===== config.mk =====
export PLATFORM = sky130hd
export DESIGN_NAME = imem_program_loader
export DESIGN_NICKNAME = d
export VERILOG_FILES = /design/src/rtl/pipeline_loader_pkg.sv /design/src/rtl/loader_xor_acc.sv /design/src/rtl/imem_program_loader.sv
export SDC_FILE = /design/constraint.sdc
export NUM_CORES = 1
export LEC_CHECK = 0
export ABC_CLOCK_PERIOD_IN_PS = 3000
export CAP_MARGIN = 20
export CORE_MARGIN = 4
export CORE_UTILIZATION = 28
export CTS_CLUSTER_DIAMETER = 60
export DETAILED_ROUTE_END_ITERATION = 12
export GPL_ROUTABILITY_DRIVEN = 1
export PLACE_DENSITY_LB_ADDON = 0.25
export REMOVE_ABC_BUFFERS = 1
export SKIP_LAST_GASP = 1
export SYNTH_ARGS = -nofsm -noshare
export SYNTH_HDL_FRONTEND = slang
export SYNTH_SLANG_ARGS = --single-unit

===== constraint.sdc =====
create_clock -name clk -period 3 [get_ports clk]
set_clock_uncertainty 0.15 [all_clocks]
set_input_delay 0.6 -clock clk [delete_from_list [all_inputs] [get_ports clk]]
set_output_delay 0.6 -clock clk [all_outputs]
set_load 0.01 [all_outputs]

===== src/rtl/pipeline_loader_pkg.sv =====
// Shared types and defaults for the instruction-memory program loader.
package pipeline_loader_pkg;

   localparam int unsigned DefaultAddrW = 5;
   localparam int unsigned DefaultDataW = 32;

   typedef enum logic [2:0] {
      StIdle,
      StLoad,
      StHold,
      StRun,
      StError
   } loader_state_e;

   function automatic int unsigned loader_depth(input int unsigned addr_w);
      return 32'd1 << addr_w;
   endfunction

endpackage


===== src/rtl/loader_xor_acc.sv =====
// Running XOR of accepted stream words, used for the image checksum.
module loader_xor_acc #(
   parameter int unsigned DATA_W = 32
) (
   input  logic              clk,
   input  logic              rst,
   input  logic              clr,
   input  logic              en,
   input  logic [DATA_W-1:0] din,
   output logic [DATA_W-1:0] acc
);

   logic [DATA_W-1:0] acc_q, acc_d;

   always_comb begin
      acc_d = acc_q;
      if (clr) begin
         acc_d = '0;
      end else if (en) begin
         acc_d = acc_q ^ din;
      end
   end

   always_ff @(posedge clk) begin
      if (rst) begin
         acc_q <= '0;
      end else begin
         acc_q <= acc_d;
      end
   end

   assign acc = acc_q;

endmodule


===== src/rtl/imem_program_loader.sv =====
// Streams a program image into instruction memory, then releases the core from reset.
// Optional LOADER_CHECKSUM_EN: the in_last word is an XOR checksum instead of a program word.
module imem_program_loader
   import pipeline_loader_pkg::*;
#(
   parameter int unsigned ADDR_W      = DefaultAddrW,
   parameter int unsigned DATA_W      = DefaultDataW,
   parameter int unsigned RELEASE_DLY = 4
) (
   input  logic              clk,
   input  logic              rst,
   input  logic              start,
   input  logic              in_valid,
   output logic              in_ready,
   input  logic [DATA_W-1:0] in_data,
   input  logic              in_last,
   output logic              imem_we,
   output logic [ADDR_W-1:0] imem_addr,
   output logic [DATA_W-1:0] imem_wdata,
   output logic              core_rst,
   output logic              busy,
   output logic              done,
   output logic              overflow,
   output logic              err,
   output logic [ADDR_W:0]   word_count
);

   localparam int unsigned   Depth    = loader_depth(ADDR_W);
   localparam logic [ADDR_W:0] DepthCnt = (ADDR_W + 1)'(Depth);
   localparam logic [3:0]    HoldLast = 4'(RELEASE_DLY);

   loader_state_e     state_q, state_d;
   logic [ADDR_W:0]   wc_q, wc_d;
   logic [3:0]        hold_q, hold_d;
   logic              ov_q, ov_d;
   logic              err_q, err_d;
   logic              in_ready_q, in_ready_d;
   logic              core_rst_q, core_rst_d;
   logic              busy_q, busy_d;
   logic              done_q, done_d;
   logic              we_q, we_d;
   logic [ADDR_W-1:0] addr_q, addr_d;
   logic [DATA_W-1:0] wdata_q, wdata_d;

   logic accept;
   logic load_start;
   logic ck_ok;

   assign accept     = (state_q == StLoad) && in_valid && in_ready_q;
   assign load_start = start && (state_q inside {StIdle, StRun, StError});

`ifdef LOADER_CHECKSUM_EN
   localparam bit CkMode = 1'b1;
   logic [DATA_W-1:0] xor_acc;

   // Every accepted word except the checksum itself folds in, dropped ones included.
   loader_xor_acc #(
      .DATA_W(DATA_W)
   ) u_xor_acc (
      .clk (clk),
      .rst (rst),
      .clr (load_start),
      .en  (accept && !in_last),
      .din (in_data),
      .acc (xor_acc)
   );

   assign ck_ok = (in_data == xor_acc);
`else
   localparam bit CkMode = 1'b0;
   assign ck_ok = 1'b1;
`endif

   always_comb begin
      state_d = state_q;
      wc_d    = wc_q;
      hold_d  = hold_q;
      ov_d    = ov_q;
      err_d   = err_q;
      we_d    = 1'b0;
      addr_d  = addr_q;
      wdata_d = wdata_q;

      case (state_q)
         StIdle, StRun, StError: begin
            if (start) begin
               state_d = StLoad;
               wc_d    = '0;
               ov_d    = 1'b0;
               err_d   = 1'b0;
            end
         end
         StLoad: begin
            if (accept) begin
               if (CkMode && in_last) begin
                  hold_d = '0;
                  if (ck_ok) begin
                     state_d = StHold;
                  end else begin
                     state_d = StError;
                     err_d   = 1'b1;
                  end
               end else begin
                  if (wc_q < DepthCnt) begin
                     we_d    = 1'b1;
                     addr_d  = wc_q[ADDR_W-1:0];
                     wdata_d = in_data;
                     wc_d    = wc_q + 1'b1;
                  end else begin
                     ov_d = 1'b1;
                  end
                  if (in_last) begin
                     state_d = StHold;
                     hold_d  = '0;
                  end
               end
            end
         end
         StHold: begin
            // Counting 0..RELEASE_DLY gives 1+RELEASE_DLY cycles from last acceptance to release.
            if (hold_q == HoldLast) begin
               state_d = StRun;
            end else begin
               hold_d = hold_q + 1'b1;
            end
         end
         default: state_d = StIdle;
      endcase

      in_ready_d = (state_d == StLoad);
      core_rst_d = (state_d != StRun);
      busy_d     = (state_d == StLoad) || (state_d == StHold);
      done_d     = (state_d == StRun);
   end

   always_ff @(posedge clk) begin
      if (rst) begin
         state_q    <= StIdle;
         wc_q       <= '0;
         hold_q     <= '0;
         ov_q       <= 1'b0;
         err_q      <= 1'b0;
         in_ready_q <= 1'b0;
         core_rst_q <= 1'b1;
         busy_q     <= 1'b0;
         done_q     <= 1'b0;
         we_q       <= 1'b0;
         addr_q     <= '0;
         wdata_q    <= '0;
      end else begin
         state_q    <= state_d;
         wc_q       <= wc_d;
         hold_q     <= hold_d;
         ov_q       <= ov_d;
         err_q      <= err_d;
         in_ready_q <= in_ready_d;
         core_rst_q <= core_rst_d;
         busy_q     <= busy_d;
         done_q     <= done_d;
         we_q       <= we_d;
         addr_q     <= addr_d;
         wdata_q    <= wdata_d;
      end
   end

   assign in_ready   = in_ready_q;
   assign imem_we    = we_q;
   assign imem_addr  = addr_q;
   assign imem_wdata = wdata_q;
   assign core_rst   = core_rst_q;
   assign busy       = busy_q;
   assign done       = done_q;
   assign overflow   = ov_q;
   assign err        = err_q;
   assign word_count = wc_q;

endmodule


=== Word level (Yosys, flattened, before mapping) ===
Cells that the tools add are included.

* Bits in registers: 56
* Bits in latches: 0
* Memory bits (writable): 0
* Memory bits (read-only): 0
* Bits of input ports: 37
* Output and inout port bits: 50
* Word-level logic and storage cells: 61
* Memories kept: 0

* Add/sub/neg operators: 2
* $mul: 0
* Divide/modulo/power cells: 0
* $lt $le $gt $ge: 1
* Equal/unequal tests: 15
* Shifts and indexed selects: 0
* Muxes and demuxes: 18
* Bitwise operators: 2
* Reductions and logical operators: 12

{| class="wikitable"
|+ Operators by type and width
! cell !! number
|-
| 6-bit 2-to-1 mux || 3
|-
| 3-bit by 2-bit == test with 1-bit output (second input constant) || 4
|-
| 3-bit 2-to-1 mux || 4
|-
| 4-bit 2-to-1 mux || 3
|-
| 6-bit case mux with 2 select lines || 1
|-
| 4-bit AND reduction || 3
|-
| 2-bit != test (second input constant) || 5
|-
| 3-bit case mux with 3 select lines || 1
|-
| 4-bit case mux with 2 select lines || 1
|-
| 6-bit by 1-bit adder with 6-bit output (second input constant) || 1
|-
| 3-bit by 1-bit == test with 1-bit output (second input constant) || 2
|-
| 6-bit less-than comparator (second input constant) || 1
|-
| 3-bit OR reduction || 2
|-
| 4-bit by 1-bit adder with 4-bit output (second input constant) || 1
|-
| 4-bit by 3-bit == test with 1-bit output (second input constant) || 1
|-
| 1-bit 2-to-1 mux || 4
|-
| 2-bit nonzero test || 2
|-
| 3-bit == test (second input constant) || 1
|-
| 3-bit logical NOT || 1
|-
| 3-bit by 2-bit != test with 1-bit output (second input constant) || 1
|-
| 3-bit AND reduction || 1
|-
| 1-bit logical AND || 2
|-
| 2-bit by 1-bit != test with 1-bit output (second input constant) || 1
|-
| 1-bit NOT || 2
|-
| other kinds (2) || 2
|}

=== Longest topological paths before layout ===
Gate-level depths: netlist of run 1.

* Word-level depth: 7
* Depth in mapped cells: 8

=== Worst setup path before layout of run 1 ===
Ideal clock, no wire load.

* Path kind: input-to-reg
* Start: input port start
* End: register wc_q[3], in the netlist word_count[3]
* Setup time: 0.071 ns
* Arrival time: 1.864 ns
* Required time: 2.779 ns
* Path slack: 0.915 ns
* Cell stages on the path: 6
* Cell sequence: or3b_2 > clkbuf_1 > o211a_1 > buf_6 > or3_1 > a21oi_1

* Word-level cells in the longest chain between the ends: 2

{| class="wikitable"
|+ RTL lines
! element !! RTL line !! RTL
|-
| start, declared || imem_program_loader.sv:12 || <nowiki>input logic start,</nowiki>
|-
| 2-bit != test (no line) || -- ||
|-
| 4-bit AND reduction (no line) || -- ||
|-
| end signal, assigned || imem_program_loader.sv:152 || <nowiki>wc_q <= wc_d;</nowiki>
|-
| end, declared || imem_program_loader.sv:33 || <nowiki>logic [ADDR_W:0] wc_q, wc_d;</nowiki>
|}

No other way between the ends.
A chain may end at the register's enable or synchronous reset.

=== Worst setup path after layout of run 1 ===
* Start: input port start
* End: register wc_q[4], in the netlist word_count[4]

The elaborated chain is that of the path after synthesis.

==> results_dict.tcl, run 1 <==
set metrics [dict create \
    drt-pass1-iter-count 4 \
    grt_usage_pct 11.6 \
    ys.flop_type "dfxtp_1" \
    cts-root-buf "clkbuf_8" \
    dp_hpwl_mm 3.66 \
    critPathLaunchType "input pin" \
    hold_ws_ns 0.306 \
    fin_tns_setup_ns 0 \
    die_height_um 96.5 \
    grt_pass1_wl_mm 8.47 \
    place_area_mm2 0.00308 \
    r2r_cells 4 \
    synth_area_mm2 0.00219 \
    grt_overflow 0 \
    maxSlewHeadroom_pct 44.8 \
    crit_type "in -> reg" \
    clkTransAtPathRegs_ns 0.09 \
    maxSlewViolCount 0 \
    fill_cells 766 \
    hold_buffers 0 \
    required_ns 3.08 \
    arrival_ns 2.43 \
    synth.largest_area_cell "dfxtp_1" \
    worst_pin_slew_ns 0.828 \
    crit_start "start" \
    drv_cap 0 \
    layout-drive-gt1-share_pct 4.64 \
    netlist.area_leader.share_pct 51.2 \
    rsz0062_at_grt "no" \
    worstReg2RegStart "state_q[0]" \
    min_path_type "reg -> reg" \
    ys_async_sr_fraction_pct 0 \
    synth_cell_types 40 \
    crit_fanout 9 \
    io-pin-count 87 \
    vdd_drop_max_mv 0.151 \
    vias_per_cell 4.49 \
    antenna_found_initial 0 \
    status "complete, no violations" \
    fin_crit_sh_pct 78.2 \
    post_synth.cell_area_avg_um2 8.14 \
    drc 0 \
    ys_top_cells_by_area "dfxtp_1 51%, nand2_1 13%, a21oi_1 9.8%, nor2_1 2.4%, ha_1 1.7%" \
    die-area_mm2 0.00930 \
    core_mm2 0.00741 \
    crit_path_end "word_count[4]" \
    rows 31 \
    start_util_pct 29.6 \
    clock_path_buffers 2 \
    worst_r2r_endpoint "imem_wdata[19]" \
    synth_edf_count 0 \
    cts_inserted_buffers 5 \
    cts_setup_buffers 0 \
    final_area_mm2 0.00316 \
    grt_pass1_vias 1813 \
    syn_to_final_growth_pct 44.1 \
    end_kind "flip-flop" \
    synth_warnings 0 \
    p_leak_uw 0.00107 \
    post-route-min-period_ns 2.35 \
    finish.utilization_pct 42.6 \
    yosysSeqAreaShare_pct 51.2 \
    post_drt_wl_per_cell_um 12.2 \
    grt_max_degree 46 \
    place.gp.congestion 0.809 \
    power_density_mw_per_mm2 402 \
    drt-total-wl_mm 5.42 \
    setup_violations 0 \
    h-tree-depth 2 \
    holdPathStages 2 \
    cts-resized-gates 0 \
    hold_viol 0 \
    initialDrtViolationCount 64 \
    max_freq_ghz 0.426 \
    diodes 0 \
    worstSkewPairLatency_ns 0.30 \
    die_w_um 96.5 \
    ys_seq_elements 56 \
    cts_tree "done" \
    vias 1992 \
    syn_inst 269 \
    portBuffers 85 \
    clock-sinks 56 \
    ant_nets 0 \
    fin_nets 385 \
    reg2reg_setup_slack_ns 0.84 \
]
-- how the worst min path moves through the flow --
stage	slack, ns	startpoint	to
final	0.31	imem_wdata[6]	imem_wdata[6]
after global routing	0.33	imem_wdata[3]	imem_wdata[3]
after CTS	0.31	imem_wdata[5]	imem_wdata[5]
after detailed placement	0.30	imem_wdata[5]	imem_wdata[5]
after global placement	0.29	imem_wdata[7]	imem_wdata[7]
after floorplan	0.31	hold_q[1]	hold_q[1]
-- Yosys cell counts, types with 2 or more instances --
| cell type | number |
|---|---|
| nand2_1 | 78 |
| buf_2 | 5 |
| or3_1 | 3 |
| dfxtp_1 | 56 |
| o21ai_0 | 5 |
| nor3_1 | 2 |
| ha_1 | 3 |
| nor2_1 | 14 |
| nor3b_1 | 3 |
| nand3b_1 | 3 |
| clkbuf_1 | 9 |
| nand4_1 | 2 |
| inv_1 | 5 |
| xor2_1 | 3 |
| a21oi_1 | 43 |
| or2_2 | 3 |
| buf_6 | 2 |
| nand2b_1 | 3 |
| nand3_1 | 6 |
-- power breakdown --
part	switching [µW]	internal, µW
Combinational	51.3	71.9
Clock	224	160
Sequential	9.72	753
-- cells in the final DEF, fill, tap and decap left out, types with 3 or more instances in the layout --
| cell type | n |
|---|---|
| nor2_1 | 14 |
| clkbuf_8 | 5 |
| inv_1 | 5 |
| a21oi_1 | 43 |
| o21ai_0 | 5 |
| xor2_1 | 3 |
| nand3b_1 | 3 |
| nor3b_1 | 3 |
| nand2_1 | 78 |
| nand3_1 | 6 |
| or3_1 | 3 |
| clkdlybuf4s50_1 | 84 |
| nand2b_1 | 3 |
| dfxtp_1 | 56 |
| ha_1 | 3 |
| or2_2 | 3 |
-- worst max-delay path, cell delays in order --
cell and delay (ns):
clkdlybuf4s50_1 0.54, or3b_2 0.54, o211a_1 0.24, or3_1 0.38
a21oi_1 0.14
-- kinds of logic (layout without fill, tap and decap cells) --
| family | Yosys count | after routing | share of synthesized area, % |
|---|---|---|---|
| AND/OR/NAND/NOR | 126 | 126 | 26.1 |
| AO/OA/AOI/OAI | 56 | 56 | 13.9 |
| flip-flops | 56 | 56 | 51.2 |
| buffers and inverters | 22 | 98 | 4.91 |
| XOR/XNOR | 4 | 4 | 1.60 |
| adder cells (fa/ha/maj) | 3 | 3 | 1.71 |
| other | 1 | 1 | 0.171 |
| multiplexers | 1 | 1 | 0.457 |
-- sequential cells by signal, indices dropped and copies added, names as in the netlist --
name	count
done	1
in_ready	1
word_count	6
hold_q	4
core_rst	1
imem_addr	5
state_q	3
busy	1
overflow	1
imem_we	1
imem_wdata	32
-- per-stage QoR --
| stage | setup slack, ns | cells | power [µW] |
|---|---|---|---|
| CTS | 0.686 | 444 | 1300 |
| global route | 0.588 | 444 | 1330 |
| finish | 0.653 | 444 | 1270 |
| detailed placement | 0.366 | 437 | 904 |
| global placement | 0.404 | 437 | 904 |
| floorplan | 0.938 | 252 | 819 |
-- metal layers --
| layer | global-route usage (%) | vias to the layer above | part of all wire (%) |
|---|---|---|---|
| met5 | 0 | - | 0 |
| met4 | 4.56 | 0 | 1.5 |
| met3 | 3.25 | 5 | 7.4 |
| met2 | 18.6 | 56 | 45 |
| met1 | 14.7 | 900 | 46 |
| li1 | - | 1031 | - |
-- area by class of cell --
| class | count | area, µm² | area share [%] |
|---|---|---|---|
| Multi-Input combinational cell | 191 | 962 | 30.5 |
| Clock inverter | 1 | 5.00 | 0.159 |
| Timing Repair Buffer | 86 | 853 | 27.0 |
| Sequential cell | 56 | 1120 | 35.5 |
| Tap cell | 99 | 124 | 3.92 |
| Inverter | 5 | 18.8 | 0.595 |
| Clock buffer | 6 | 72.6 | 2.30 |
Power figures use the tool's default switching activity.
==> inputs of run 2 (changes only) <==
--- a/config.mk
+++ b/config.mk
@@ -5,7 +5,7 @@
 export SDC_FILE = /design/constraint.sdc
 export NUM_CORES = 1
 export LEC_CHECK = 0
-export ABC_CLOCK_PERIOD_IN_PS = 3000
+export ABC_CLOCK_PERIOD_IN_PS = 2200
 export CAP_MARGIN = 20
 export CORE_MARGIN = 4
 export CORE_UTILIZATION = 28
==> constraint.sdc (replaced) <==
create_clock -name clk -period 2.2 [get_ports clk]
set_clock_uncertainty 0.15 [all_clocks]
set_input_delay 0.44 -clock clk [delete_from_list [all_inputs] [get_ports clk]]
set_output_delay 0.44 -clock clk [all_outputs]
set_load 0.01 [all_outputs]
==> run 2 against run 1 <==
Net effect: routed wire length is 3.5% higher; combinational power is 51% higher; total power is 41% higher; final cell count is 2.9% higher; count of clock-buffer cells in the layout stayed put; clock power is 48% higher; utilization is 1.8 points higher; via count is 4.7% higher; sequential cell count stayed put; sequential share of layout area is 1.4 points lower; register-to-register slack worse by 0.58 ns.
==> results_dict.tcl, run 2 (synthesis gave the netlist of run 1 again) <==
set metrics [dict create \
    dp_hpwl_mm 3.96 \
    grt_max_degree 38 \
    post_drt_wl_per_cell_um 12.3 \
    status "complete, no violations" \
    setup_violations 0 \
    grt_usage_pct 12.4 \
    core_mm2 0.00741 \
    grt_overflow 0 \
    worst-path-buf-inv 1 \
    h-tree-depth 2 \
    end_kind "flip-flop" \
    rsz0062_at_grt "no" \
    required_ns 2.28 \
    vias 2086 \
    final.setup.worst_slack_ns 0.180 \
    clock_path_buffers 2 \
    layout_common_cells "84 x clkdlybuf4s50_1, 78 x nand2_1, 56 x dfxtp_1" \
    min_path_type "reg -> reg" \
    fin_crit_sh_pct 91.8 \
    antenna_found_initial 0 \
    max_freq_ghz 0.495 \
    power_frac_comb_pct 10.4 \
    diodes 0 \
    reg2reg_setup_slack_ns 0.26 \
    dp_cells 449 \
    crit_fanout 7 \
    worstReg2RegStart "state_q[0]" \
    syn_to_final_growth_pct 50.0 \
    start_util_pct 29.6 \
    die_w_um 96.5 \
    drt-pass1-iter-count 4 \
    worstSkewPairLatency_ns 0.30 \
    largest_register_ffs 32 \
    initialDrtViolationCount 79 \
    ant_nets 0 \
    cts_inserted_buffers 5 \
    holdPathEnd "imem_wdata[31]" \
    grt_pass1_vias 1943 \
    cts_tree "done" \
    rows 31 \
    die_height_um 96.5 \
    cts_setup_buffers 0 \
    crit_family "simple AND/OR/NAND/NOR gates" \
    switching_share_pct 22.5 \
    p_int_uw 1390 \
    power_density_mw_per_mm2 546 \
    layout-drive-gt1-share_pct 8.38 \
    seq_power_share_pct 58.0 \
    drt-total-wl_mm 5.61 \
    hold_viol 0 \
    holdPathStages 2 \
    arrival_ns 2.10 \
    cp_cell_sequence "clkdlybuf4s50_1, or3b_2, o211a_1, or3_1, a21oi_1" \
    critPathLaunchType "input pin" \
    power_frac_clock_pct 31.7 \
    cts-root-buf "clkbuf_8" \
    maxSlewHeadroom_pct 60.8 \
    slowest_delay_ns 0.49 \
    fill_cells 778 \
    post-place-ws_ns -0.124 \
    slowest_stage "clkdlybuf4s50_1" \
    place.gp.congestion 0.798 \
    drv_cap 0 \
    grt_pass1_wl_mm 9.11 \
    p_sw_uw 403 \
    io-pin-count 87 \
    hold_start "imem_wdata[31]" \
    die-area_mm2 0.00930 \
    clkTransAtPathRegs_ns 0.09 \
    drc 0 \
    maxSlewViolCount 0 \
    hold_buffers 0 \
    stdcell_count 457 \
    worst_r2r_endpoint "word_count[4]" \
    vdd_drop_max_mv 0.297 \
    worst_pin_slew_ns 0.586 \
    crit_type "in -> reg" \
    post-route-min-period_ns 2.02 \
    p_leak_uw 0.00114 \
    portBuffers 85 \
    clock-sinks 56 \
    vias_per_cell 4.56 \
    fin_nets 397 \
    cts-resized-gates 0 \
    final_common_cell "clkdlybuf4s50_1" \
    r2r_cells 4 \
]
==> run 2: cell types whose count changed in the layout (fill, tap and decap cells not counted) <==
cell      change
buf_12        +2
buf_4        +10
clkbuf_1      -1
clkbuf_8      +1
clkinv_2      +1
==> run 2: power by group through the flow <==
| stage | Combinational [µW] | Clock (µW) | Sequential, µW |
|---|---|---|---|
| floorplan | 48.5 | 0 | 1070 |
| global placement | 187 | 0 | 1060 |
| detailed placement | 188 | 0 | 1060 |
| CTS | 189 | 607 | 1040 |
| global route | 205 | 635 | 1040 |
| finish | 186 | 568 | 1040 |
==> run 2: worst max path at each step <==
stage	start	end	cells after the start
after CTS	start	word_count[4]	5
after global routing	start	word_count[4]	5
after floorplan	state_q[0]	imem_addr[1]	4
after detailed placement	start	word_count[4]	5
after global placement	start	word_count[4]	5
final	start	word_count[4]	5
==> run 2: per-layer routing <==
metal / global-route usage, % / part of all wire [%] / vias to the layer above
met1: 15.6 / 46 / 959
li1: - / - / 1057
met4: 3.97 / 0.96 / 0
met3: 3.49 / 7.7 / 4
met5: 0 / 0 / -
met2: 20.6 / 45 / 66
==> run 2: worst reg2reg max path: cells and delay by family, from the launching register on <==
family	cells	cell delay [ns]
AOI/OAI and AO/OA	2	0.46
DFF	1	0.47
and+or+nand+nor	2	0.80
==> run 2: final cells by class <==
class / instances / area [µm²] / share of cell area, %
clock buffers: 6 / 82.6 / 2.51
flip-flops and latches: 56 / 1120 / 34.1
repair buffers: 98 / 968 / 29.5
inverters: 5 / 18.8 / 0.571
well taps: 99 / 124 / 3.77
multi-input cells: 191 / 962 / 29.3
clock inverters: 2 / 10.0 / 0.305
==> run 2: through the flow <==
step | cell area [µm²] | util (%) | TNS, ns | power [µW] | hold slack, ns
2_1_floorplan | 2100 | - | 0 | 1120 | 0.309
3_3_place_gp | 3190 | 43.1 | -0.312 | 1250 | 0.292
3_5_place_dp | 3190 | 43.1 | -0.397 | 1250 | 0.296
4_1_cts | 3290 | 44.4 | 0 | 1840 | 0.310
5_1_grt | 3290 | 44.4 | 0 | 1880 | 0.325
6_report | 3290 | 44.4 | 0 | 1800 | 0.307
==> inputs of run 3 (changes only) <==
--- a/config.mk
+++ b/config.mk
@@ -14,6 +14,7 @@
 export GPL_ROUTABILITY_DRIVEN = 1
 export PLACE_DENSITY_LB_ADDON = 0.25
 export REMOVE_ABC_BUFFERS = 1
+export SETUP_SLACK_MARGIN = 0.02
 export SKIP_LAST_GASP = 1
 export SYNTH_ARGS = -nofsm -noshare
 export SYNTH_HDL_FRONTEND = slang
==> results of run 3 <==
No change in the layout: final DEF, timing and power equal those of run 2.
